[config.mk]
export PLATFORM = sky130hd
export DESIGN_NAME = mem_credit_rx_flat
export DESIGN_NICKNAME = d
export VERILOG_FILES = /design/src/rtl/mem_credit_rx_if.sv /design/src/rtl/mem_credit_rx.sv /design/src/flat_wrapper.sv
export SDC_FILE = /design/constraint.sdc
export NUM_CORES = 2
export LEC_CHECK = 0
export BUFFER_PORTS_ARGS = -buffer_cell sky130_fd_sc_hd__buf_4
export CAP_MARGIN = 10
export CORE_ASPECT_RATIO = 1.25
export CORE_MARGIN = 2
export CORE_UTILIZATION = 41
export CTS_CLUSTER_DIAMETER = 80
export DETAILED_ROUTE_END_ITERATION = 12
export PLACE_DENSITY = 0.6
export SKIP_LAST_GASP = 1
export SYNTH_ARGS = -nofsm -noshare
export SYNTH_HDL_FRONTEND = slang
export SYNTH_SLANG_ARGS = --single-unit
[constraint.sdc]
create_clock -name gclk -period 8.8 [get_ports gclk]
set_input_delay 0.88 -clock gclk [delete_from_list [all_inputs] [get_ports gclk]]
set_output_delay 0.88 -clock gclk [all_outputs]
set_load 0.02 [all_outputs]
[src/rtl/mem_credit_rx_if.sv]
// mem_credit_rx_if: memory-network receive bus plus credit return.
// master = sender/controller side, slave = mem_credit_rx.
interface mem_credit_rx_if #(
  parameter int DWIDTH = 64
);
  logic              in_valid;
  logic [DWIDTH-1:0] in_data;
  logic              out_valid;
  logic [DWIDTH-1:0] out_data;
  logic              out_ready;
  logic              credit_ret;

  modport master (
    output in_valid,
    output in_data,
    input  out_valid,
    input  out_data,
    output out_ready,
    input  credit_ret
  );

  modport slave (
    input  in_valid,
    input  in_data,
    output out_valid,
    output out_data,
    input  out_ready,
    output credit_ret
  );
endinterface

[src/rtl/mem_credit_rx.sv]
// mem_credit_rx: credit-based receive FIFO for memory network flits.
// Ports: gclk, rstn (async low), bus (in_*, out_*, credit_ret),
// occupancy, overflow_err, parity_err (sticky status).
// Option: MEMCREDIT_PARITY_EN adds one even-parity bit per entry.
module mem_credit_rx #(
  parameter int DEPTH  = 64,
  parameter int DWIDTH = 64
) (
  input  logic                   gclk,
  input  logic                   rstn,
  mem_credit_rx_if.slave         bus,
  output logic [$clog2(DEPTH):0] occupancy,
  output logic                   overflow_err,
  output logic                   parity_err
);
  localparam int AW = $clog2(DEPTH);
  localparam logic [AW:0] FULL = (AW+1)'(DEPTH);

  logic [DWIDTH-1:0] mem [DEPTH];
  logic [AW-1:0]     head;
  logic [AW-1:0]     tail;
  logic [AW:0]       count;
  logic              credit_q;
  logic              ovf_q;
  logic              full;
  logic              deq;
  logic              wr;

  assign full = (count == FULL);
  assign deq  = (count != '0) & bus.out_ready;
  // A dequeue on a full buffer frees the slot the new flit lands in.
  assign wr   = bus.in_valid & (~full | deq);

  assign bus.out_valid  = (count != '0);
  assign bus.out_data   = mem[head];
  assign bus.credit_ret = credit_q;
  assign occupancy      = count;
  assign overflow_err   = ovf_q;

  always_ff @(posedge gclk) begin
    if (wr) mem[tail] <= bus.in_data;
  end

  always_ff @(posedge gclk or negedge rstn) begin
    if (!rstn) begin
      head     <= '0;
      tail     <= '0;
      count    <= '0;
      credit_q <= 1'b0;
      ovf_q    <= 1'b0;
    end else begin
      credit_q <= deq;
      if (wr)  tail <= tail + 1'b1;
      if (deq) head <= head + 1'b1;
      if (wr && !deq)
        count <= count + 1'b1;
      else if (deq && !wr)
        count <= count - 1'b1;
      if (bus.in_valid && full && !deq)
        ovf_q <= 1'b1;
    end
  end

`ifdef MEMCREDIT_PARITY_EN
  logic par [DEPTH];
  logic par_q;

  always_ff @(posedge gclk) begin
    if (wr) par[tail] <= ^bus.in_data;
  end

  always_ff @(posedge gclk or negedge rstn) begin
    if (!rstn) begin
      par_q <= 1'b0;
    end else if (deq && ((^mem[head]) != par[head])) begin
      par_q <= 1'b1;
    end
  end

  assign parity_err = par_q;
`else
  assign parity_err = 1'b0;
`endif

endmodule

[src/flat_wrapper.sv]
// flat-port wrapper written by rule: the top's interface ports become plain ports
module mem_credit_rx_flat 
#(
  parameter int DEPTH  = 64,
  parameter int DWIDTH = 64
)
  (gclk, rstn, occupancy, overflow_err, parity_err, bus_in_valid, bus_in_data, bus_out_valid, bus_out_data, bus_out_ready, bus_credit_ret);
  mem_credit_rx_if #(.DWIDTH(DWIDTH)) bus_i ();
  input  logic gclk;
  input  logic rstn;
  output logic [$clog2(DEPTH):0] occupancy;
  output logic overflow_err;
  output logic parity_err;
  input wire logic [$bits(bus_i.in_valid)-1:0] bus_in_valid;
  input wire logic [$bits(bus_i.in_data)-1:0] bus_in_data;
  output wire logic [$bits(bus_i.out_valid)-1:0] bus_out_valid;
  output wire logic [$bits(bus_i.out_data)-1:0] bus_out_data;
  input wire logic [$bits(bus_i.out_ready)-1:0] bus_out_ready;
  output wire logic [$bits(bus_i.credit_ret)-1:0] bus_credit_ret;
  assign bus_i.in_valid = bus_in_valid;
  assign bus_i.in_data = bus_in_data;
  assign bus_out_valid = bus_i.out_valid;
  assign bus_out_data = bus_i.out_data;
  assign bus_i.out_ready = bus_out_ready;
  assign bus_credit_ret = bus_i.credit_ret;
  mem_credit_rx #(.DEPTH(DEPTH), .DWIDTH(DWIDTH)) u_core (.gclk(gclk), .rstn(rstn), .bus(bus_i), .occupancy(occupancy), .overflow_err(overflow_err), .parity_err(parity_err));
endmodule
Yosys cells after proc, flatten, opt, wreduce, memory -nomap -nowiden --
Memory sizes are Yosys's and may differ from the RTL's. Index checks and enable logic that the tools add are counted. W data, S select, Z words.
Storage, ports and cells: register bits 21, latch bits 0, bits in writable memories 4096, ROM bits 0, input port bits 68, logic and storage cells 27, memories 1
Cells by class: add/subtract/negate cells 4, $mul 0, div/mod/pow operators 0, order comparisons 0, eq/ne operators 1, shift operators 0, multiplexer cells 4, bitwise logic cells 4, reductions and logical operators 8
Memories:
- u_core.mem | words 64, width 64, rd ports 1, clocked after memory_dff 0, write ports 1, RTL line mem_credit_rx.sv:19 | logic [DWIDTH-1:0] mem [DEPTH];
Operator list (number):
- $mux W7 | 2
- $add A6 B1 Y6 const B | 2
- $add A7 B1 Y7 const B | 1
- $eq A7 B7 Y1 const B | 1
- $reduce_bool A7 Y1 | 1
- $sub A7 B1 Y7 const B | 1
- $logic_and A1 B1 Y1 | 4
- $and A1 B1 Y1 | 2
- $logic_not A1 Y1 | 2
- $mux W1 | 2
- $reduce_bool A2 Y1 | 1
- $not A1 Y1 | 1
- $or A1 B1 Y1 | 1

Depth between registers and ports, before layout --
depth after elaboration 8, gate-level depth with buffers 14, mapped depth without buffers 13

Least setup slack after synthesis --
OpenSTA, ideal clock, no wires.
path kind input to register, from input bus_out_ready, to memory u_core.mem[59][0], enable pin, setup time 487 ps, arrival time 4430 ps, required time 8313 ps, slack 3884 ps, stages 5, path buffers 1, cell sequence o31a_1 > clkbuf_1 > nor2b_1 > nand3_1 > nor2_1
Between the ends: longest elaborated chain between the ends 5
Ends and longest elaborated chain:
- start: declaration | RTL line flat_wrapper.sv:18 | input wire logic [$bits(bus_i.out_ready)-1:0] bus_out_ready;
- $and A1 B1 Y1 | RTL line mem_credit_rx.sv:30 | assign deq = (count != '0) & bus.out_ready;
- $or A1 B1 Y1 | RTL line mem_credit_rx.sv:32 | assign wr = bus.in_valid & (~full | deq);
- $and A1 B1 Y1 | RTL line mem_credit_rx.sv:32
- via u_core.wr | RTL line mem_credit_rx.sv:27 | logic wr;
- $mux W1 | RTL line mem_credit_rx.sv:41 | if (wr) mem[tail] <= bus.in_data;
- $mux W1 (not written as such) | RTL line mem_credit_rx.sv:41
- end: declaration | RTL line mem_credit_rx.sv:19
The timed path passes the listed nets, and every way through them passes these cells.

Final worst setup path --
from register u_core.head[0], to output bus_out_data[28]
Between the ends: longest elaborated chain between the ends 1
Ends and longest elaborated chain:
- start: declaration | RTL line mem_credit_rx.sv:20 | logic [AW-1:0] head;
- start signal: assignment | RTL line mem_credit_rx.sv:54 | if (deq) head <= head + 1'b1;
- $mem_v2 Z64 W64
- end: declaration | RTL line flat_wrapper.sv:17 | output wire logic [$bits(bus_i.out_data)-1:0] bus_out_data;
Every way passes these cells.

==> metrics.log <==
INFO  metric avgViaCountPerCell = 6.16
INFO  metric finClkSkew = between 0.08 and 0.09 ns
INFO  metric path_common_cell = sky130_fd_sc_hd__buf_4
INFO  metric area_growth_syn_to_layout = 13.0%
INFO  metric power.density_cell_area = around 320 nW/um^2
INFO  metric final.setup.tns = 0 ns
INFO  metric worstPathRequired = 7.92 ns
INFO  metric max_stage_delay = between 1 and 1.5 ns
INFO  metric synthesis.nets = between 7000 and 8000
INFO  metric synth_edf_count = roughly 4000
INFO  metric grt_first_pass_wirelength = 635000 microns
INFO  metric clock_insertion_delay_worst_skew = 1.02 ns
INFO  metric cpLargestDelayFamily = buffers and inverters
INFO  metric peak_clock_frequency_supported_by_timing = between 150 and 200 MHz
INFO  metric design.portCount = between 100 and 150
INFO  metric cts_setup_buffers = 0
INFO  metric htreeDepth = 5
INFO  metric power.clock.fraction = 29.9%
INFO  metric rr_startpoint = u_core.occupancy[0]
INFO  metric yosysTopAreaCellShare = 78.1%
INFO  metric clk_pin_slew_worst_paths = 0.06 ns
INFO  metric rows = 254
INFO  metric synth.yosys.warnings = 0
INFO  metric worst-setup-path-type = reg2out
INFO  metric synth_async_sr_flop_share = less than 1%
INFO  metric post_synth_mux_area_share = 16.2%
INFO  metric yosys.area_share.xor_xnor = 0.0834%
INFO  metric grt_max_degree = 147
INFO  metric port-buffer-count = 141
INFO  metric final-hold-violation-count = 0
INFO  metric reg2reg_setup_slack = 4.00 ns
INFO  metric hold_endpoint = u_core.overflow_err
INFO  metric drtPass1Iterations = 5
INFO  metric synthDistinctLibCells = 64
INFO  metric post_synth_main_area_contributors = sky130_fd_sc_hd__edfxtp_1 (78%), sky130_fd_sc_hd__mux4_2 (13%), sky130_fd_sc_hd__mux2i_1 (2.9%), sky130_fd_sc_hd__nand2_1 (0.43%), sky130_fd_sc_hd__clkbuf_1 (0.41%)
INFO  metric compound_cell_area_share_of_the_yosys_netlist = approximately 2.7%
INFO  metric timing.rr.end = u_core.mem[34][20]
INFO  metric drive_above_1_share = 25.4%
INFO  metric post-route-min-period = 6.35 ns
INFO  metric worstHoldPathType = in2reg
INFO  metric p_switching = 17800 uW
INFO  metric wl_per_cell = around 36 microns
INFO  metric gr-total-overflow = 0
INFO  metric numCtsBuffers = 398
INFO  metric wl = 465000 microns
INFO  metric rsz_0062_raised_after_global_routing = false
INFO  metric final_nets = ~7400
INFO  metric p_seq_share = around two fifths
INFO  metric period_share = 72.2%
INFO  metric gp_congestion = between 0.7 and 0.8
INFO  metric hpwlAfterDp = about 240000 microns
INFO  metric timing.critical_path.slowest_stage_cell = sky130_fd_sc_hd__dfrtp_4
INFO  metric grt_use_total = 23.6%
INFO  metric synth_adder_area_share = less than 1%
INFO  metric initial_antenna_violation_count = 36
INFO  metric synth_area_per_cell = 22.6 sq um
INFO  metric switching_share = a little under a third
INFO  metric tritoncts_clock_tree = built
INFO  metric chipHeight = 697 microns
INFO  metric whs = approximately 0.076 ns
INFO  metric critical_path_peak_fanout = between 100 and 150
INFO  metric nFillCells = ~31000
INFO  metric dr.first_iter.drc_count = 10500
INFO  metric vias = 78700
INFO  metric synth-simple-area-share = 1.01%
INFO  metric outcome = completed
INFO  metric synth_seq_cells = 4117
INFO  metric ys.flop_type = sky130_fd_sc_hd__edfxtp_1
INFO  metric synth_common_cells = sky130_fd_sc_hd__edfxtp_1 (4096), sky130_fd_sc_hd__mux4_2 (922), sky130_fd_sc_hd__mux2i_1 (462), sky130_fd_sc_hd__nand2_1 (179), sky130_fd_sc_hd__clkbuf_1 (174)
INFO  metric cts_root_buf = sky130_fd_sc_hd__clkbuf_16
INFO  metric number_of_global_route_vias_before_repair = just under 80000
INFO  metric end_kind = primary output
INFO  metric hold_path_startpoint = bus_in_valid
INFO  metric path_buf_inv = 3
INFO  metric detail_route.drc_violations = 0
INFO  metric p_leak = approximately 0.056 uW
INFO  metric synth_area_leader_cell = sky130_fd_sc_hd__edfxtp_1
INFO  metric cts.sinks = 4117
INFO  metric syn_area = roughly 160000 sq um
INFO  metric critical_path_cell_by_cell = buf_12, buf_4, mux4_2, a2111oi_0, nor2_1, a2bb2oi_1, buf_4
INFO  metric max_cap_viol_count = 0
INFO  metric fp.dieArea = slightly below 400000 sq um
INFO  metric cp-start-kind = flip-flop
INFO  metric postSynthCellCount = slightly below 7000
INFO  metric max-slew-margin-rel = 20.1%
INFO  metric worst-slew-pin-transition = 1.20 ns
INFO  metric timing.final.setup_violations = 0
INFO  metric cts.path.max_buffers = 4
INFO  metric vdd.ir_drop.worst = 0.291 mV
INFO  metric most_used_standard_cell_by_instance_count_after_synthesis = sky130_fd_sc_hd__edfxtp_1
INFO  metric core_area = 383000 sq um
INFO  metric overall_die_width = roughly 560 microns
INFO  metric drt.antenna.violating_nets = 0
INFO  metric post_cts_resize_count = 0
INFO  metric hold_path_depth = 2
INFO  metric finish.utilization = a little under half
INFO  metric timing_max_transition_violations_final = 0
INFO  metric timing.critical_path.arrival = 5.47 ns
INFO  metric synth_top_family_by_area = multiplexers
INFO  metric combinationalPowerShare = between 20 and 30%
INFO  metric synth-seq-area-share = 78.4%
INFO  metric int_power = 38300 uW
INFO  metric reg2regPathDepth = 7
INFO  metric starting_density = 41.2%
## placed cells by master, fill, tap and decap left out, types with 7 or more instances in the layout
cell	n
sky130_fd_sc_hd__ha_1	9
sky130_fd_sc_hd__o31ai_1	9
sky130_fd_sc_hd__inv_6	9
sky130_fd_sc_hd__mux2i_1	462
sky130_fd_sc_hd__a31o_2	9
sky130_fd_sc_hd__a221oi_1	45
sky130_fd_sc_hd__nand3b_1	7
sky130_fd_sc_hd__a311oi_1	10
sky130_fd_sc_hd__nand3_1	33
sky130_fd_sc_hd__a2bb2oi_1	9
sky130_fd_sc_hd__clkinv_2	77
sky130_fd_sc_hd__o21ai_0	115
sky130_fd_sc_hd__a211oi_1	33
sky130_fd_sc_hd__xnor2_1	12
sky130_fd_sc_hd__clkbuf_16	401
sky130_fd_sc_hd__a21oi_1	109
sky130_fd_sc_hd__o22ai_1	90
sky130_fd_sc_hd__clkbuf_1	79
sky130_fd_sc_hd__clkinvlp_4	12
sky130_fd_sc_hd__clkinv_8	8
sky130_fd_sc_hd__dfrtp_1	15
sky130_fd_sc_hd__mux2_2	11
sky130_fd_sc_hd__nand2_1	177
sky130_fd_sc_hd__nor2_1	39
sky130_fd_sc_hd__a22oi_1	45
sky130_fd_sc_hd__clkinv_1	95
sky130_fd_sc_hd__clkinv_16	9
sky130_fd_sc_hd__a2111oi_0	42
sky130_fd_sc_hd__and2_1	10
sky130_fd_sc_hd__mux4_2	922
sky130_fd_sc_hd__o221ai_1	57
sky130_fd_sc_hd__buf_4	332
sky130_fd_sc_hd__buf_12	24
sky130_fd_sc_hd__nor2_4	65
sky130_fd_sc_hd__nor3_1	14
sky130_fd_sc_hd__diode_2	10
sky130_fd_sc_hd__edfxtp_1	4096
sky130_fd_sc_hd__a211o_1	16
sky130_fd_sc_hd__bufinv_16	29
## cell type report
cell class | instances | area [sq um] | share of cell area (%)
Multi-Input combinational cell | 2428 | 32200 | 18.1
Antenna cell | 10 | 25.0 | 0.0141
Sequential cell | 4117 | 124000 | 69.4
Clock inverter | 244 | 2270 | 1.28
Timing Repair Buffer | 357 | 2980 | 1.68
Inverter | 9 | 46.3 | 0.0260
Clock buffer | 486 | 10400 | 5.85
Tap cell | 5120 | 6410 | 3.60
## cell families after synthesis
logic type	after synthesis
and+or+nand+nor	375
adders and majority gates	10
xor gates and xnor gates	15
DFF	4117
AOI/OAI and AO/OA	632
other	1
muxes	1395
buffers and inverters	409
## registers in the layout, summed over array words and instances (netlist names)
| signal | count |
|---|---|
| u_core.mem | 4096 |
| u_core.occupancy | 7 |
| u_core.head | 6 |
| u_core.tail | 6 |
| u_core.bus.credit_ret | 1 |
| u_core.overflow_err | 1 |
## how the worst max path moves through the flow
stage                               from  cells after the start                end
after detailed placement  u_core.head[0]                      7   bus_out_data[28]
final                     u_core.head[0]                      7   bus_out_data[28]
after global placement    u_core.head[0]                      7   bus_out_data[28]
after CTS                 u_core.head[0]                      7   bus_out_data[28]
after global routing      u_core.head[0]                      7   bus_out_data[28]
after floorplan            bus_out_ready                      5  u_core.mem[59][0]
## per-layer routing
metal	vias up	part of all wire, %	global-route usage, %
li1	30400	-	-
met1	43100	38	31.3
met2	4333	49	39.5
met3	853	8.7	3.98
met4	10	3.9	8.17
met5	-	0.012	0
## worst reg2reg max path, stage by stage, from the launching register on
cell                       delay [ns]
sky130_fd_sc_hd__dfrtp_1         0.49
sky130_fd_sc_hd__nor4_1          0.11
sky130_fd_sc_hd__nand2_1         0.10
sky130_fd_sc_hd__o31a_1          0.64
sky130_fd_sc_hd__nor2b_1         0.40
sky130_fd_sc_hd__nand3b_1        0.69
sky130_fd_sc_hd__nor2_4          1.10
sky130_fd_sc_hd__buf_4           0.81
## power groups by stage
| stage | sequential [uW] | clock (uW) | combinational [uW] |
|---|---|---|---|
| finish | 22700 | 16800 | 16600 |
| global route | 22700 | 17700 | 17400 |
| CTS | 22700 | 17000 | 16800 |
| detailed placement | 23100 | 0 | 16700 |
| global placement | 23100 | 0 | 16700 |
| floorplan | 22900 | 0 | 10900 |
## through the flow
step | total power [uW] | std cells | area (sq um) | setup slack (ns)
3_3_place_gp | 39800 | 12000 | 165000 | 3.32
5_1_grt | 57800 | 12800 | 178000 | 2.27
2_1_floorplan | 33800 | 6954 | 157000 | 3.88
6_report | 56100 | 12800 | 178000 | 2.45
3_5_place_dp | 39800 | 12000 | 165000 | 3.47
4_1_cts | 56500 | 12800 | 178000 | 2.35
## repair_timing
| action | CTS | global route |
|---|---|---|
| hold buffers | 1 | 0 |
| setup endpoints to repair | 0 | 0 |
| endpoints found under the hold margin | 21 | 0 |
Power figures use the tool's default switching activity.
